$ cat src/rtl/sample_mac_accum_pkg.sv
// sample_mac_accum_pkg: shared widths, FSM encoding and saturation helper for the MAC layer stages.
package sample_mac_accum_pkg;
  localparam int DIN_W = 14;
  localparam int ACC_W = 24;
  localparam int DOUT_W = 14;
  typedef enum logic {ACCUM, HOLD} state_t;
  typedef struct packed {
    logic signed [31:0] data;
    logic sat;
  } sat_t;
  function automatic sat_t saturate(input logic signed [63:0] v, input int dw);
    logic signed [63:0] hi, lo;
    sat_t r;
    hi = (64'sd1 <<< (dw - 1)) - 64'sd1;
    lo = -hi - 64'sd1;
    r.sat = v > hi || v < lo;
    r.data = 32'(v > hi ? hi : v < lo ? lo : v);
    return r;
  endfunction
endpackage

$ cat src/rtl/sample_mac_accum_if.sv
// sample_mac_accum_if: operand-issue, product and result handshake bundle of the MAC accumulator.
interface sample_mac_accum_if import sample_mac_accum_pkg::*; #(
  parameter int DIN_WIDTH = DIN_W,
  parameter int DOUT_WIDTH = DOUT_W
);
  logic ce, in_valid, in_ready, out_valid, out_ready, out_sat;
  logic signed [DIN_WIDTH-1:0] prod, bias;
  logic signed [DOUT_WIDTH-1:0] out_data;
  modport master(output ce, in_valid, prod, bias, out_ready, input in_ready, out_valid, out_data, out_sat);
  modport slave(input ce, in_valid, prod, bias, out_ready, output in_ready, out_valid, out_data, out_sat);
endinterface

$ cat src/rtl/sample_valid_pipe.sv
// sample_valid_pipe: ce-gated valid shift register tracking issues through a multiplier's stages.
module sample_valid_pipe #(
  parameter int DEPTH = 2
) (
  input  logic clk,
  input  logic reset,
  input  logic ce,
  input  logic din,
  output logic tail
);
  logic [DEPTH-1:0] pipe;
  always_ff @(posedge clk)
    if (!reset) pipe <= '0;
    else if (ce) pipe <= (pipe << 1) | DEPTH'(din);
  assign tail = pipe[DEPTH-1];
endmodule

$ cat src/rtl/sample_mac_accum.sv
// sample_mac_accum: accumulates NUM_TERMS multiplier products plus bias, emits a saturated result.
module sample_mac_accum import sample_mac_accum_pkg::*; #(
  parameter int DIN_WIDTH = DIN_W,
  parameter int ACC_WIDTH = ACC_W,
  parameter int DOUT_WIDTH = DOUT_W,
  parameter int NUM_TERMS = 16,
  parameter int MUL_LATENCY = 2,
  parameter int SHIFT = 0
) (
  input logic clk,
  input logic reset,
  sample_mac_accum_if.slave bus
);
  localparam int CW = $clog2(NUM_TERMS + 1);
  state_t state, state_nx;
  logic [CW-1:0] issue_cnt, acc_cnt;
  logic signed [ACC_WIDTH-1:0] acc, acc_nx;
  logic issue, tail, step, last;
  sat_t res;
  assign bus.in_ready = reset && state == ACCUM && issue_cnt < CW'(NUM_TERMS);
  assign bus.out_valid = state == HOLD;
  assign issue = bus.in_valid && bus.in_ready && bus.ce;
  assign step = bus.ce && tail;
  assign last = step && acc_cnt == CW'(NUM_TERMS - 1);
  assign acc_nx = (acc_cnt == '0 ? ACC_WIDTH'($signed(bus.bias[DIN_WIDTH-1:0])) : acc)
                + ACC_WIDTH'($signed(bus.prod[DIN_WIDTH-1:0]));
  assign res = saturate(64'(acc_nx >>> SHIFT), DOUT_WIDTH);
  sample_valid_pipe #(.DEPTH(MUL_LATENCY)) u_pipe (
    .clk(clk), .reset(reset), .ce(bus.ce), .din(issue), .tail(tail)
  );
  always_comb begin
    state_nx = state;
    state_nx = state == ACCUM ? (last ? HOLD : ACCUM) : (bus.out_ready ? ACCUM : HOLD);
  end
  always_ff @(posedge clk) begin
    if (!reset) begin
      state <= ACCUM;
      issue_cnt <= '0;
      acc_cnt <= '0;
      acc <= '0;
      bus.out_data <= '0;
      bus.out_sat <= 1'b0;
    end else begin
      state <= state_nx;
      if (step) acc <= acc_nx;
      if (last) begin
        issue_cnt <= '0;
        acc_cnt <= '0;
        bus.out_data <= DOUT_WIDTH'(res.data);
        bus.out_sat <= res.sat;
      end else begin
        if (issue) issue_cnt <= issue_cnt + 1'b1;
        if (step) acc_cnt <= acc_cnt + 1'b1;
      end
    end
  end
endmodule

$ cat src/flat_wrapper.sv
// flat-port wrapper written by rule: the top's interface ports become plain ports
module sample_mac_accum_flat import sample_mac_accum_pkg::*;
#(
  parameter int DIN_WIDTH = DIN_W,
  parameter int ACC_WIDTH = ACC_W,
  parameter int DOUT_WIDTH = DOUT_W,
  parameter int NUM_TERMS = 16,
  parameter int MUL_LATENCY = 2,
  parameter int SHIFT = 0
)
  (clk, reset, bus_ce, bus_in_valid, bus_prod, bus_bias, bus_out_ready, bus_in_ready, bus_out_valid, bus_out_data, bus_out_sat);
  sample_mac_accum_if #(.DIN_WIDTH(DIN_WIDTH), .DOUT_WIDTH(DOUT_WIDTH)) bus_i ();
  input logic clk;
  input logic reset;
  input wire logic [$bits(bus_i.ce)-1:0] bus_ce;
  input wire logic [$bits(bus_i.in_valid)-1:0] bus_in_valid;
  input wire logic [$bits(bus_i.prod)-1:0] bus_prod;
  input wire logic [$bits(bus_i.bias)-1:0] bus_bias;
  input wire logic [$bits(bus_i.out_ready)-1:0] bus_out_ready;
  output wire logic [$bits(bus_i.in_ready)-1:0] bus_in_ready;
  output wire logic [$bits(bus_i.out_valid)-1:0] bus_out_valid;
  output wire logic [$bits(bus_i.out_data)-1:0] bus_out_data;
  output wire logic [$bits(bus_i.out_sat)-1:0] bus_out_sat;
  assign bus_i.ce = bus_ce;
  assign bus_i.in_valid = bus_in_valid;
  assign bus_i.prod = bus_prod;
  assign bus_i.bias = bus_bias;
  assign bus_i.out_ready = bus_out_ready;
  assign bus_in_ready = bus_i.in_ready;
  assign bus_out_valid = bus_i.out_valid;
  assign bus_out_data = bus_i.out_data;
  assign bus_out_sat = bus_i.out_sat;
  sample_mac_accum #(.DIN_WIDTH(DIN_WIDTH), .ACC_WIDTH(ACC_WIDTH), .DOUT_WIDTH(DOUT_WIDTH), .NUM_TERMS(NUM_TERMS), .MUL_LATENCY(MUL_LATENCY), .SHIFT(SHIFT)) u_core (.clk(clk), .reset(reset), .bus(bus_i));
endmodule
$ cat config.mk
export PLATFORM = sky130hd
export DESIGN_NAME = sample_mac_accum_flat
export DESIGN_NICKNAME = d
export VERILOG_FILES = /design/src/rtl/sample_mac_accum_pkg.sv /design/src/rtl/sample_mac_accum_if.sv /design/src/rtl/sample_valid_pipe.sv /design/src/rtl/sample_mac_accum.sv /design/src/flat_wrapper.sv
export SDC_FILE = /design/constraint.sdc
export NUM_CORES = 1
export LEC_CHECK = 0
export BUFFER_PORTS_ARGS = -buffer_cell sky130_fd_sc_hd__buf_2
export CAP_MARGIN = 40
export CORE_MARGIN = 4
export CORE_UTILIZATION = 59
export DETAILED_ROUTE_END_ITERATION = 7
export PLACE_DENSITY = 0.8
export SYNTH_ARGS = -nofsm -noshare
export SYNTH_HDL_FRONTEND = slang
export SYNTH_SLANG_ARGS = --single-unit
$ cat constraint.sdc
create_clock -name clk -period 5.5 [get_ports clk]
set_clock_uncertainty 0.1 [all_clocks]
set_input_delay 1.1 -clock clk [delete_from_list [all_inputs] [get_ports clk]]
set_output_delay 1.1 -clock clk [all_outputs]
set_load 0.05 [all_outputs]
# Word-level counts from Yosys, hierarchy flattened

Index checks and enable logic that the tools add are counted.

Reductions and logical operators: 9
Add/sub/neg operators: 3
Muxes and demuxes: 6
Equal/unequal tests: 1
Magnitude comparators: 3
Bitwise logic cells: 3

Operators by type and width:

| cell                                                  | number |
|---|---|
| two-way mux 14 bit                                    | 2 |
| adder 24 x 14 -> 24 bit                               | 1 |
| > comparator 24 x 14 -> 1 bit (second input constant) | 1 |
| < comparator 24 x 14 -> 1 bit (second input constant) | 1 |
| two-way mux 24 bit                                    | 1 |
| adder 5 x 1 -> 5 bit (second input constant)          | 2 |
| logical AND 1 bit                                     | 6 |
| == test 5 x 4 -> 1 bit (second input constant)        | 1 |
| zero test 5 bit                                       | 1 |
| < comparator 5 bit (second input constant)            | 1 |
| two-way mux 1 bit                                     | 3 |
| NOT 1 bit                                             | 2 |
| bitwise OR 2 x 1 -> 2 bit                             | 1 |
| OR reduction 2 bit                                    | 1 |
| logical OR 1 bit                                      | 1 |

Register bits after elaboration: 52
Input port bits: 33
Logic and storage cells: 32
Output and inout port bits: 17

# Depth between registers and ports, before layout

Word-level depth: 6
Depth in mapped cells: 20
Mapped depth without buffers: 17

# Modules after synthesis

Synthesis repeated with hierarchy kept, for this count alone.

Cell total of the unflattened synthesis: 469
Area, all modules: 3723.6 sq um

By module, submodules not included:

| module            | instances | cells each | area an instance (sq um) |
|---|---|---|---|
| sample_mac_accum  | 1         | 463        | 3651.0 |
| sample_valid_pipe | 1         | 6          | 72.6 |

# Worst setup path after synthesis

OpenSTA, ideal clock, no wires.

Kind: register to register
Start: reg u_core.acc_cnt[0]
End: reg u_core.bus.out_sat
Path buffers: 1
Stages on the path, launching flop included: 19
Period minus slack after synthesis: 4075 ps
Slack: 1425 ps
Arrival: 3856 ps
Library setup time: 119 ps
Cell sequence: dfxtp_1 > inv_1 > ha_1 > nor4b_1 > clkbuf_1 > nand2_1 > nand2_1 > ha_1 > inv_1 > fa_1 > nand2b_1 > a21o_1 > a31oi_1 > a21oi_1 > xnor2_1 > a2111oi_2 > nand4_2 > and2_0 > o221a_1

Longest elaborated chain between the ends: 5
Elaborated cells on any way between the ends: 8
Classes of those cells: add/sub: 1; order compare: 2; eq/ne: 1; mux: 1; reduce/logical: 3

Ends and longest elaborated chain:

| what                                                                                  | RTL line                   | text |
|---|---|---|
| start: declaration                                                                    | sample_mac_accum.sv:16     | `logic [CW-1:0] issue_cnt, acc_cnt;` |
| start signal: assignment                                                              | sample_mac_accum.sv:53     | `if (step) acc_cnt <= acc_cnt + 1'b1;` |
| zero test 5 bit                                                                       | sample_mac_accum.sv:25     | `assign acc_nx = (acc_cnt == '0 ? ACC_WIDTH'($signed(bus.bias[DIN_WIDTH-1:0])) : acc)` |
| two-way mux 24 bit                                                                    | sample_mac_accum.sv:25     |  |
| adder 24 x 14 -> 24 bit                                                               | sample_mac_accum.sv:26     | `+ ACC_WIDTH'($signed(bus.prod[DIN_WIDTH-1:0]));` |
| > comparator 24 x 14 -> 1 bit / < comparator 24 x 14 -> 1 bit (equally long branches) | sample_mac_accum_pkg.sv:16 | `r.sat = v > hi \|\| v < lo;` |
| logical OR 1 bit                                                                      | sample_mac_accum_pkg.sv:16 |  |
| end signal: assignment                                                                | sample_mac_accum.sv:50     | `bus.out_sat <= res.sat;` |
| end: declaration                                                                      | sample_mac_accum_if.sv:10  | `modport slave(input ce, in_valid, prod, bias, out_ready, output in_ready, out_valid, out_data, out_sat);` |

Several ways; a longest one is shown, not always the timed one.
A chain may end at the register's enable or synchronous reset.

# Worst setup path in the final report

Ends and elaborated chain as after synthesis.

==> run summary <==
placed cell area -> 4020 um^2
RSZ-0062 raised after global routing -> false
Setup crit end kind -> register
CTS Sinks -> 52
H-tree levels -> 2
CP max-delay cell -> or4b_2
max cap viols -> 0
routed length per placed instance -> 16.1 um
total number of vias -> 3,578
maximum clock frequency -> 0.206 GHz
Reg2Reg Launch Point -> u_core.acc_cnt[0]$_SDFFE_PP0P_
CP Class -> reg -> reg
post-synth top area share -> 27.7%
Final Setup Violations -> 0
slowest stage delay, CP -> 900 ps
post-layout min period -> 4850 ps
Core ar. -> 6060 um^2
Clock Pin Slew Worst Setup and Hold Paths -> 100 ps
Root Buffer -> clkbuf_8
final hold vios -> 0
overall power -> 0.883 mW
Final Instance Area -> 4110 um^2
Post-CTS Setup Bufs -> 0
first-pass GRT wire length -> 15,600 um
HP Start -> u_core.bus.out_data[13]$_SDFFE_PN0P_
DRT iter0 DRCs -> 178
fin. max-slew vios -> 0
Slew @ Worst Pin -> 880 ps
Post-DRT Antenna Nets -> 0
Area Growth Syn to Fin -> 9.32%
vias in the first global route -> 3,318
WHS -> 374 ps
DRT Pass-1 Iters -> 5
Seq cells post-synth -> 52
# nets final -> 577
grt ovf -> 0
Seq/Total Area, Yosys -> 27.7%
GP Congestion -> 0.973
Clock Path Buffers -> 2
die area -> 7710 um^2
Pleak -> 1.79 nW
largest net degree at the start of global routing -> 52
boundary pin count -> 50
Vias/cell -> 6.04
Critical Path Fanout Max -> 24
pwr/cell area -> 215 nW/um^2
crit path launch type -> register
Inserted Clock Buffers -> 5
max_slew headroom -> 41.3%
Mapped Area -> 3760 um^2
outcome -> completed
die height -> 87.8 um
Req. time, crit path -> 5660 ps
initial antenna violation count -> 0
HPWL after DPL -> 7060 um
fin cells -> 592
Global Route Usage Sum -> 25.4%
row count -> 28
Avg Synthesized Cell Area -> 7.78 um^2
HP Class -> reg -> reg
Post-Syn Nets -> 544
Post-synth EDFFs -> 0
placed cells -> 584
VDD IR max -> 0.000138 V
number of distinct library cells after synthesis -> 66
count leader, synth -> nand2_1
Worst-Skew Late Latency -> 310 ps
Setup TNS Final -> 0 ps
ys async rst share -> 0%
DRC viols -> 0
hold bufs inserted after CTS -> 0
synth cell count leaders -> nand2_1 (120), dfxtp_1 (52), o21ai_0 (31)
cells after synthesis -> 483
fraction of final layout cells with drive strength greater than 1 -> 14.9%
CTS tree -> yes
Starting Density -> 62.0%
leading area contributor after synthesis -> dfxtp_1
Critical Path Start -> u_core.acc_cnt[0]$_SDFFE_PP0P_
drt total wl -> 9520 um
synth top area cells -> dfxtp_1 (28%), nand2_1 (12%), ha_1 (9.0%)
IO Port Bufs -> 49
crit-path cells -> inv_1 > ha_1 > or4b_2 > nand2_1 > nand2_1 > ha_1 > a211o_1 > a211oi_2 > o31a_4 > o21ai_1 > o41ai_2 > xor2_1 > inv_1 > a41oi_2 > o221a_1
Post-synth top flop -> dfxtp_1
Final period util -> 88.3%
post-CTS sizing -> 0
ant diodes -> 0
FILL cells -> 516
YS warnings -> 0
die width -> 87.8 um
WP data arrival -> 5010 ps
final timing paths:
| path | end | slack, ps | cells past startpoint |
|---|---|---|---|
| setup / recovery | u_core.bus.out_sat$_SDFFE_PN0P_ | 650 | 15 |
| hold / removal | u_core.bus.out_data[13]$_SDFFE_PN0P_ | 370 | 2 |
| setup reg to reg | u_core.bus.out_sat$_SDFFE_PN0P_ | 650 | 15 |
| hold reg to reg | u_core.bus.out_data[13]$_SDFFE_PN0P_ | 370 | 2 |
final cells by class:
class                           instances  area [um^2]  share of cell area, %
Clock buffer                            6         72.6                   1.77
Clock inverter                          2         16.3                  0.396
Inverter                                8         30.0                  0.731
Multi-Input combinational cell        398         2590                   63.0
Sequential cell                        52         1040                   25.3
Tap cell                               75         93.8                   2.28
Timing Repair Buffer                   51          268                   6.51
metrics by stage:
stage / worst slack, ps / utilization, %
6_report: 646 / 67.8
5_1_grt: 378 / 67.8
4_1_cts: 685 / 67.8
3_5_place_dp: 719 / 66.4
3_3_place_gp: 789 / 66.1
2_1_floorplan: 1430 / -
registers in the layout, summed over array words and instances (netlist names):
| signal | flops |
|---|---|
| u_core.acc | 24 |
| u_core.acc_cnt | 5 |
| u_core.bus.out_data | 14 |
| u_core.bus.out_sat | 1 |
| u_core.bus.out_valid | 1 |
| u_core.issue_cnt | 5 |
| u_core.u_pipe.pipe | 2 |
cell usage in the layout, fill, tap and decap left out, types with 5 or more instances in the layout:
cell / n
xor2_1: 13
ha_1: 27
o211ai_1: 13
nand3_1: 5
o21a_1: 5
o21ai_0: 31
and2_1: 17
o22ai_1: 8
inv_1: 8
clkbuf_8: 5
nand3b_1: 5
nand4_1: 6
xnor2_1: 12
buf_2: 49
a21boi_0: 11
a21oi_1: 15
mux2i_1: 6
nor2_1: 18
nand2_1: 120
dfxtp_1: 52
a21o_1: 11
routing by layer:
metal  vias up  GRT usage, %  wire length, um  share of wire (%)
li1       1787             -                -                  -
met3        18          3.86              467                4.9
met4         0          6.83              121                1.3
met1      1657          34.6             4400                 46
met5         -             0                0                  0
met2       116          41.9             4530                 48
where the power goes:
group / total, mW / switching [mW] / internal, mW
combinational: 0.279 / 0.174 / 0.105
clock: 0.223 / 0.132 / 0.0909
sequential: 0.381 / 0.00199 / 0.379
critical path, delay by kind of cell, from the launching register on:
| family | cells | cell delay [ps] |
|---|---|---|
| compound gates | 7 | 2260 |
| xor+xnor | 1 | 320 |
| fa+ha+maj | 2 | 440 |
| buf+inv | 2 | 150 |
| flops | 1 | 350 |
| simple gates | 3 | 1140 |
kinds of logic (layout without fill, tap and decap cells):
logic type,Yosys count,after routing,share of synthesized area [%]
adders and majority gates,28,28,9.52
muxes,6,6,1.60
AOI/OAI and AO/OA,133,133,25.8
DFF,52,52,27.7
buffers and inverters,33,67,3.63
and+or+nand+nor,206,206,26.0
xor gates and xnor gates,25,25,5.82
(Power assumes the default switching activity.)
